## config.mk

```make
export PLATFORM = sky130hd
export DESIGN_NAME = commit_writeback
export DESIGN_NICKNAME = d
export VERILOG_FILES = /design/src/rtl/commit_pkg.sv /design/src/rtl/regfile_2w4r.sv /design/src/rtl/commit_writeback.sv
export SDC_FILE = /design/constraint.sdc
export NUM_CORES = 2
export LEC_CHECK = 0
export CAP_MARGIN = 20
export CORE_MARGIN = 1.5
export CORE_UTILIZATION = 39
export DETAILED_ROUTE_END_ITERATION = 8
export GPL_TIMING_DRIVEN = 0
export SLEW_MARGIN = 20
export SYNTH_ARGS = -nofsm -noshare
export SYNTH_HDL_FRONTEND = slang
export SYNTH_SLANG_ARGS = --single-unit
```

## constraint.sdc

```tcl
create_clock -name clk -period 3.4 [get_ports clk]
set_input_delay 0.34 -clock clk [delete_from_list [all_inputs] [get_ports clk]]
set_output_delay 0.34 -clock clk [all_outputs]
set_load 0.02 [all_outputs]
```

## src/rtl/commit_pkg.sv

```systemverilog
// rtl/commit_pkg.sv - shared widths, bubble encoding and commit lane record for the writeback stage
package commit_pkg;

    localparam int XLEN   = 32;
    localparam int NREG   = 32;
    localparam int CNT_W  = 64;
    localparam int REG_AW = 5;

    localparam logic [31:0] BUBBLE_INSTR = 32'h0;

    // One lane of the registered commit bundle; field order fixes the packed layout.
    typedef struct packed {
        logic [31:0]       instr;
        logic [REG_AW-1:0] rd;
        logic [XLEN-1:0]   pc;
        logic [XLEN-1:0]   wdata;
        logic              we;
    } commit_lane_t;

endpackage

```

## src/rtl/regfile_2w4r.sv

```systemverilog
// rtl/regfile_2w4r.sv - integer register file, two write ports with lane-2 priority, four combinational reads
module regfile_2w4r
    import commit_pkg::*;
(
    input  logic              clk,
    input  logic              rstn,
    input  logic              we1_i,
    input  logic [REG_AW-1:0] waddr1_i,
    input  logic [XLEN-1:0]   wdata1_i,
    input  logic              we2_i,
    input  logic [REG_AW-1:0] waddr2_i,
    input  logic [XLEN-1:0]   wdata2_i,
    input  logic [REG_AW-1:0] raddr0_i,
    input  logic [REG_AW-1:0] raddr1_i,
    input  logic [REG_AW-1:0] raddr2_i,
    input  logic [REG_AW-1:0] raddr3_i,
    output logic [XLEN-1:0]   rdata0_o,
    output logic [XLEN-1:0]   rdata1_o,
    output logic [XLEN-1:0]   rdata2_o,
    output logic [XLEN-1:0]   rdata3_o
);

    logic [XLEN-1:0] regs_q [NREG];

    // Storage update: lane 2 is written last so it wins a same-rd conflict; x0 is never written.
    always_ff @(posedge clk or negedge rstn) begin
        if (!rstn) begin
            for (int i = 0; i < NREG; i++) begin
                regs_q[i] <= '0;
            end
        end else begin
            if (we1_i && (waddr1_i != '0)) begin
                regs_q[waddr1_i] <= wdata1_i;
            end
            if (we2_i && (waddr2_i != '0)) begin
                regs_q[waddr2_i] <= wdata2_i;
            end
        end
    end

    // Read ports: x0 is masked to zero regardless of array contents.
    always_comb begin
        rdata0_o = (raddr0_i == '0) ? '0 : regs_q[raddr0_i];
        rdata1_o = (raddr1_i == '0) ? '0 : regs_q[raddr1_i];
        rdata2_o = (raddr2_i == '0) ? '0 : regs_q[raddr2_i];
        rdata3_o = (raddr3_i == '0) ? '0 : regs_q[raddr3_i];
    end

endmodule

```

## src/rtl/commit_writeback.sv

```systemverilog
// rtl/commit_writeback.sv - dual-lane commit writeback with retire counting; COMMIT_WB_BYPASS_EN adds same-cycle read forwarding
module commit_writeback
    import commit_pkg::*;
(
    input  logic              clk,
    input  logic              rstn,
    input  logic [31:0]       cm_instr1,
    input  logic [31:0]       cm_instr2,
    input  logic [REG_AW-1:0] cm_rd1,
    input  logic [REG_AW-1:0] cm_rd2,
    input  logic [XLEN-1:0]   cm_pc1,
    input  logic [XLEN-1:0]   cm_pc2,
    input  logic [XLEN-1:0]   cm_wdata1,
    input  logic [XLEN-1:0]   cm_wdata2,
    input  logic              cm_we1,
    input  logic              cm_we2,
    input  logic [REG_AW-1:0] rs_addr0,
    input  logic [REG_AW-1:0] rs_addr1,
    input  logic [REG_AW-1:0] rs_addr2,
    input  logic [REG_AW-1:0] rs_addr3,
    output logic [XLEN-1:0]   rs_data0,
    output logic [XLEN-1:0]   rs_data1,
    output logic [XLEN-1:0]   rs_data2,
    output logic [XLEN-1:0]   rs_data3,
    output logic [CNT_W-1:0]  retire_cnt,
    output logic [XLEN-1:0]   last_pc,
    output logic [1:0]        retire_num
);

    commit_lane_t lane1, lane2;
    logic         v1, v2;
    logic [1:0]   retire_pop;

    logic [CNT_W-1:0] retire_cnt_q;
    logic [XLEN-1:0]  last_pc_q;
    logic [1:0]       retire_num_q;

    logic [XLEN-1:0] stored0, stored1, stored2, stored3;

    assign lane1 = {cm_instr1, cm_rd1, cm_pc1, cm_wdata1, cm_we1};
    assign lane2 = {cm_instr2, cm_rd2, cm_pc2, cm_wdata2, cm_we2};

    // A lane retires when it carries a real instruction; the regwrite flag plays no part here.
    assign v1         = (lane1.instr != BUBBLE_INSTR);
    assign v2         = (lane2.instr != BUBBLE_INSTR);
    assign retire_pop = {1'b0, v1} + {1'b0, v2};

    regfile_2w4r u_regfile (
        .clk      (clk),
        .rstn     (rstn),
        .we1_i    (lane1.we),
        .waddr1_i (lane1.rd),
        .wdata1_i (lane1.wdata),
        .we2_i    (lane2.we),
        .waddr2_i (lane2.rd),
        .wdata2_i (lane2.wdata),
        .raddr0_i (rs_addr0),
        .raddr1_i (rs_addr1),
        .raddr2_i (rs_addr2),
        .raddr3_i (rs_addr3),
        .rdata0_o (stored0),
        .rdata1_o (stored1),
        .rdata2_o (stored2),
        .rdata3_o (stored3)
    );

    // Retire bookkeeping: wrapping counter, youngest retired PC, and this bundle's retire count.
    always_ff @(posedge clk or negedge rstn) begin
        if (!rstn) begin
            retire_cnt_q <= '0;
            last_pc_q    <= '0;
            retire_num_q <= '0;
        end else begin
            retire_cnt_q <= retire_cnt_q + CNT_W'(retire_pop);
            retire_num_q <= retire_pop;
            if (v2) begin
                last_pc_q <= lane2.pc;
            end else if (v1) begin
                last_pc_q <= lane1.pc;
            end
        end
    end

    assign retire_cnt = retire_cnt_q;
    assign last_pc    = last_pc_q;
    assign retire_num = retire_num_q;

`ifdef COMMIT_WB_BYPASS_EN
    // Forward the in-flight commit: lane 2 over lane 1 over storage; x0 stays zero.
    function automatic logic [XLEN-1:0] fwd_sel(
        input logic [REG_AW-1:0] addr,
        input logic [XLEN-1:0]   stored,
        input commit_lane_t      l1,
        input commit_lane_t      l2
    );
        if (addr == '0) begin
            return '0;
        end else if (l2.we && (l2.rd == addr)) begin
            return l2.wdata;
        end else if (l1.we && (l1.rd == addr)) begin
            return l1.wdata;
        end
        return stored;
    endfunction

    // Read data with same-cycle forwarding from the commit bundle.
    always_comb begin
        rs_data0 = fwd_sel(rs_addr0, stored0, lane1, lane2);
        rs_data1 = fwd_sel(rs_addr1, stored1, lane1, lane2);
        rs_data2 = fwd_sel(rs_addr2, stored2, lane1, lane2);
        rs_data3 = fwd_sel(rs_addr3, stored3, lane1, lane2);
    end
`else
    // Read data straight from storage; a write becomes visible the cycle after it commits.
    always_comb begin
        rs_data0 = stored0;
        rs_data1 = stored1;
        rs_data2 = stored2;
        rs_data3 = stored3;
    end
`endif

endmodule

```

==> out/results.tsv <==
stage	metric	value	unit
layout	area_growth_syn_to_layout	22.0	%
setup_path	worst_path_most_repeated_cell	clkbuf_1	
detailed_routing	routed_wl	551	mm
pwr	peakVddDrop	535	uV
cts	cts_root_buffer	clkbuf_16	
sta	hold_ws	47.6	ps
pwr	clockPowerShare	27.8	%
pwr	swShare	39.3	%
global_route	antenna_found_initial	46	
detailed_routing	vias	82000	
detailed_routing	first_pass_iters	8	
hold_path	holdCritPathClass	input port to flop	
run	cap_violations	0	
sta	setup_violations	119	
sta	fin_skew	6.28	ps
synthesis	synth_fp_nets	7760	
place	place_area	0.0926	mm2
die	dieArea	0.218	mm2
place	dp_cells	10800	
pwr	comb_power_share	35.9	%
global_route	grt_overflow	0	
layout	fillCellCount	19800	
cts	cts_tree	yes	
status	violations	negative setup slack	
detailed_routing	drt_first_iter_violations	14400	
pwr	p_per_area	585	mW/mm2
synthesis	yosys_most_used_dff	dfrtp_1	
detailed_routing	wire_per_inst	49.5	um
setup_path	r2r_setup_slack	610	ps
layout	layout.nets	8392	
sta	slew_headroom	8.55	%
sta	min_period	3580	ps
setup_path	critPathLaunchType	input port	
setup_path	path_max_fanout	10	
synthesis	post_synth_num_cell_types	42	
layout	final_cells	11100	
sta	fmax	280	MHz
die	coreArea	0.214	mm2
setup_path	worstPathArrival	4260	ps
place	post-place-ws	-2470	ps
synthesis	synth_edf_count	0	
sta	hold_viol_final	0	
cts	cts_made_buffers	146	
setup_path	max_stage_delay	890	ps
cts	cts_buffer_depth	3	
layout	post-route-util	47.7	%
global_route	grt_max_degree	135	
detailed_routing	viasPerCell	7.35	
sta	post-route-period-util	105	%
die	rows	170	
hold_path	holdPathEnd	u_regfile.regs_q[31]$_DFF_PN0_	
synthesis	synth_seq_area_share	33.5	%
detailed_routing	final_antenna_net_count	0	
synthesis	ys_async_sr_fraction	100	%
status	outcome	complete, but fails checks	
pwr	leakagePower	41.6	nW
pwr	seq_power_share	36.4	%
global_route	grt_pass1_wl	721	mm
sta	rsz0062_at_grt	yes	
cts	clkTransAtPathRegs	60	ps
place	dp_hpwl	408	mm
setup_path	critPathRequiredTime	4090	ps
pwr	power	59.8	mW
setup_path	critPathSlowestCell	nand4b_1	
setup_path	r2r-start	retire_cnt[16]$_DFF_PN0_	
setup_path	endpoint_kind	flop	
die	start_util	39.1	%
cts	htreeDepth	4	
setup_path	crit_chain	clkdlybuf4s50_1 > clkbuf_1 > buf_1 > nand4b_1 > clkbuf_1 > mux2i_1 > o21ai_0	
sta	worst_pin_slew	1370	ps
synthesis	ys_warn_count	0	
die	die_x	467	um
sta	final.setup.worst_slack	-176	ps
layout	final_cell_area	0.102	mm2
global_route	grt_pass1_vias	77600	
die	io_pins	452	
global_route	track_usage	49.7	%
pwr	intPower	36.3	mW
detailed_routing	drc	0	
place	port_buffers	429	
synthesis	synth_cells	7529	
sta	slew_viol_final	0	
synthesis	syn_area	0.0838	mm2
hold_path	min-delay-start	cm_wdata2[31]	
pwr	switching_power	23.5	mW
hold_path	hold_depth	3	
die	die_y	467	um
place	gp_congestion	1.06	
synthesis	syn_avg_cell_area	11.1	um2
synthesis	ys_ff_latch	1122	
cts	cts.sinks	1122	
sta	final.setup.tns	-8600	ps
setup_path	r2r_cells	5	
setup_path	worstReg2RegEnd	retire_cnt[57]$_DFF_PN0_	
layout	drive_gt1_share	27.6	%
setup_path	critPathKind	input port to flop	
cts	clk_latency	830	ps
==> repair_timing <==
item | 4_1_cts | 5_1_grt
resized for setup | 1220 | 221
pin swaps | 56 | 40
hold buffers | 1 | 0
gates cloned | 0 | 0
setup endpoints to repair | 256 | 169
setup buffers | 14 | 8
endpoints found under the hold margin | 112 | 0
==> worst max-delay path, delay by kind of cell <==
family	cells	cell delay [ps]
AO/OA/AOI/OAI	1	110
buffers and inverters	4	2630
multiplexers	1	270
AND/OR/NAND/NOR	1	890
==> per-layer routing <==
layer	track usage, %	vias up	share of wire, %
li1	-	29900	-
met1	59.4	41900	35
met2	68.2	8022	40
met3	25.2	2115	16
met4	35.8	30	9.0
met5	2.13	-	0.094
==> area by class of cell <==
cell class	instances	area (um2)	share of cell area, %
antenna	32	80.1	0.0783
timing repair buffer	494	4960	4.85
tap	2838	3550	3.47
multi-input combinational	5461	55100	53.9
clock inverter	49	581	0.568
clock buffer	214	4290	4.20
sequential	1122	28100	27.5
inverter	17	63.8	0.0624
buffer	919	5550	5.42
==> placed cells by master, fill, tap and decap left out, types with 47 or more instances in the layout <==
master,instances
mux2i_1,1230
dfrtp_1,1107
mux4_2,1024
nor2_1,769
a21oi_1,715
nand2_1,470
clkbuf_1,452
o21ai_0,420
clkdlybuf4s50_1,293
clkbuf_16,149
clkbuf_2,145
nor2b_1,92
buf_2,90
clkbuf_4,80
buf_6,75
buf_4,72
a221oi_4,67
dlygate4sd2_1,64
clkbuf_8,63
a211oi_2,63
a211o_1,61
mux2_2,47
==> power by group through the flow <==
stage | clock network [mW] | registers [mW] | logic [mW]
2_1_floorplan | 0 | 19.3 | 12.5
3_3_place_gp | 0 | 21.2 | 18.5
3_5_place_dp | 0 | 21.3 | 18.9
4_1_cts | 16.5 | 21.2 | 20.2
5_1_grt | 17.0 | 21.9 | 21.9
6_report | 16.6 | 21.7 | 21.5
==> worst max-delay path by stage <==
stage	startpoint	to	slack (ps)	cells past startpoint
finish	cm_we1	u_regfile.regs_q[751]$_DFF_PN0_	-180	7
global route	rs_addr1[3]	rs_data1[1]	-120	9
CTS	rs_addr3[1]	rs_data3[24]	-250	9
detailed placement	rs_addr2[3]	rs_data2[22]	-2470	9
global placement	rstn	u_regfile.regs_q[807]$_DFF_PN0_	-53120	1
floorplan	cm_instr2[9]	retire_cnt[44]$_DFF_PN0_	-40	14
==> Yosys cell counts, drive strengths merged (29+ instances only) <==
master / number / area share (%)
a211o: 81 / 0.85
dfrtp: 1122 / 33
mux2i: 1251 / 15
nand2: 470 / 2.1
clkbuf: 665 / 3.0
nand4: 33 / 0.25
a32oi: 29 / 0.30
a21oi: 785 / 4.7
nor2: 779 / 3.5
a211oi: 81 / 0.73
mux2: 47 / 0.63
nor2b: 98 / 0.73
a221oi: 128 / 1.3
xnor2: 35 / 0.37
mux4: 1024 / 28
o21ai: 461 / 2.8
nor4: 34 / 0.29
buf: 264 / 1.4
==> state kept, by name (all words and copies together) (netlist names) <==
signal            cells
retire_num            2
retire_cnt           64
u_regfile.regs_q   1024
last_pc              32
==> kinds of logic after synthesis <==
| family | share of synthesized area [%] |
|---|---|
| fa+ha+maj | 0.0836 |
| mux | 43.1 |
| flops | 33.5 |
| buf+inv | 4.50 |
| xor+xnor | 0.648 |
| compound gates | 10.7 |
| simple gates | 7.53 |
(Power assumes the default switching activity.)
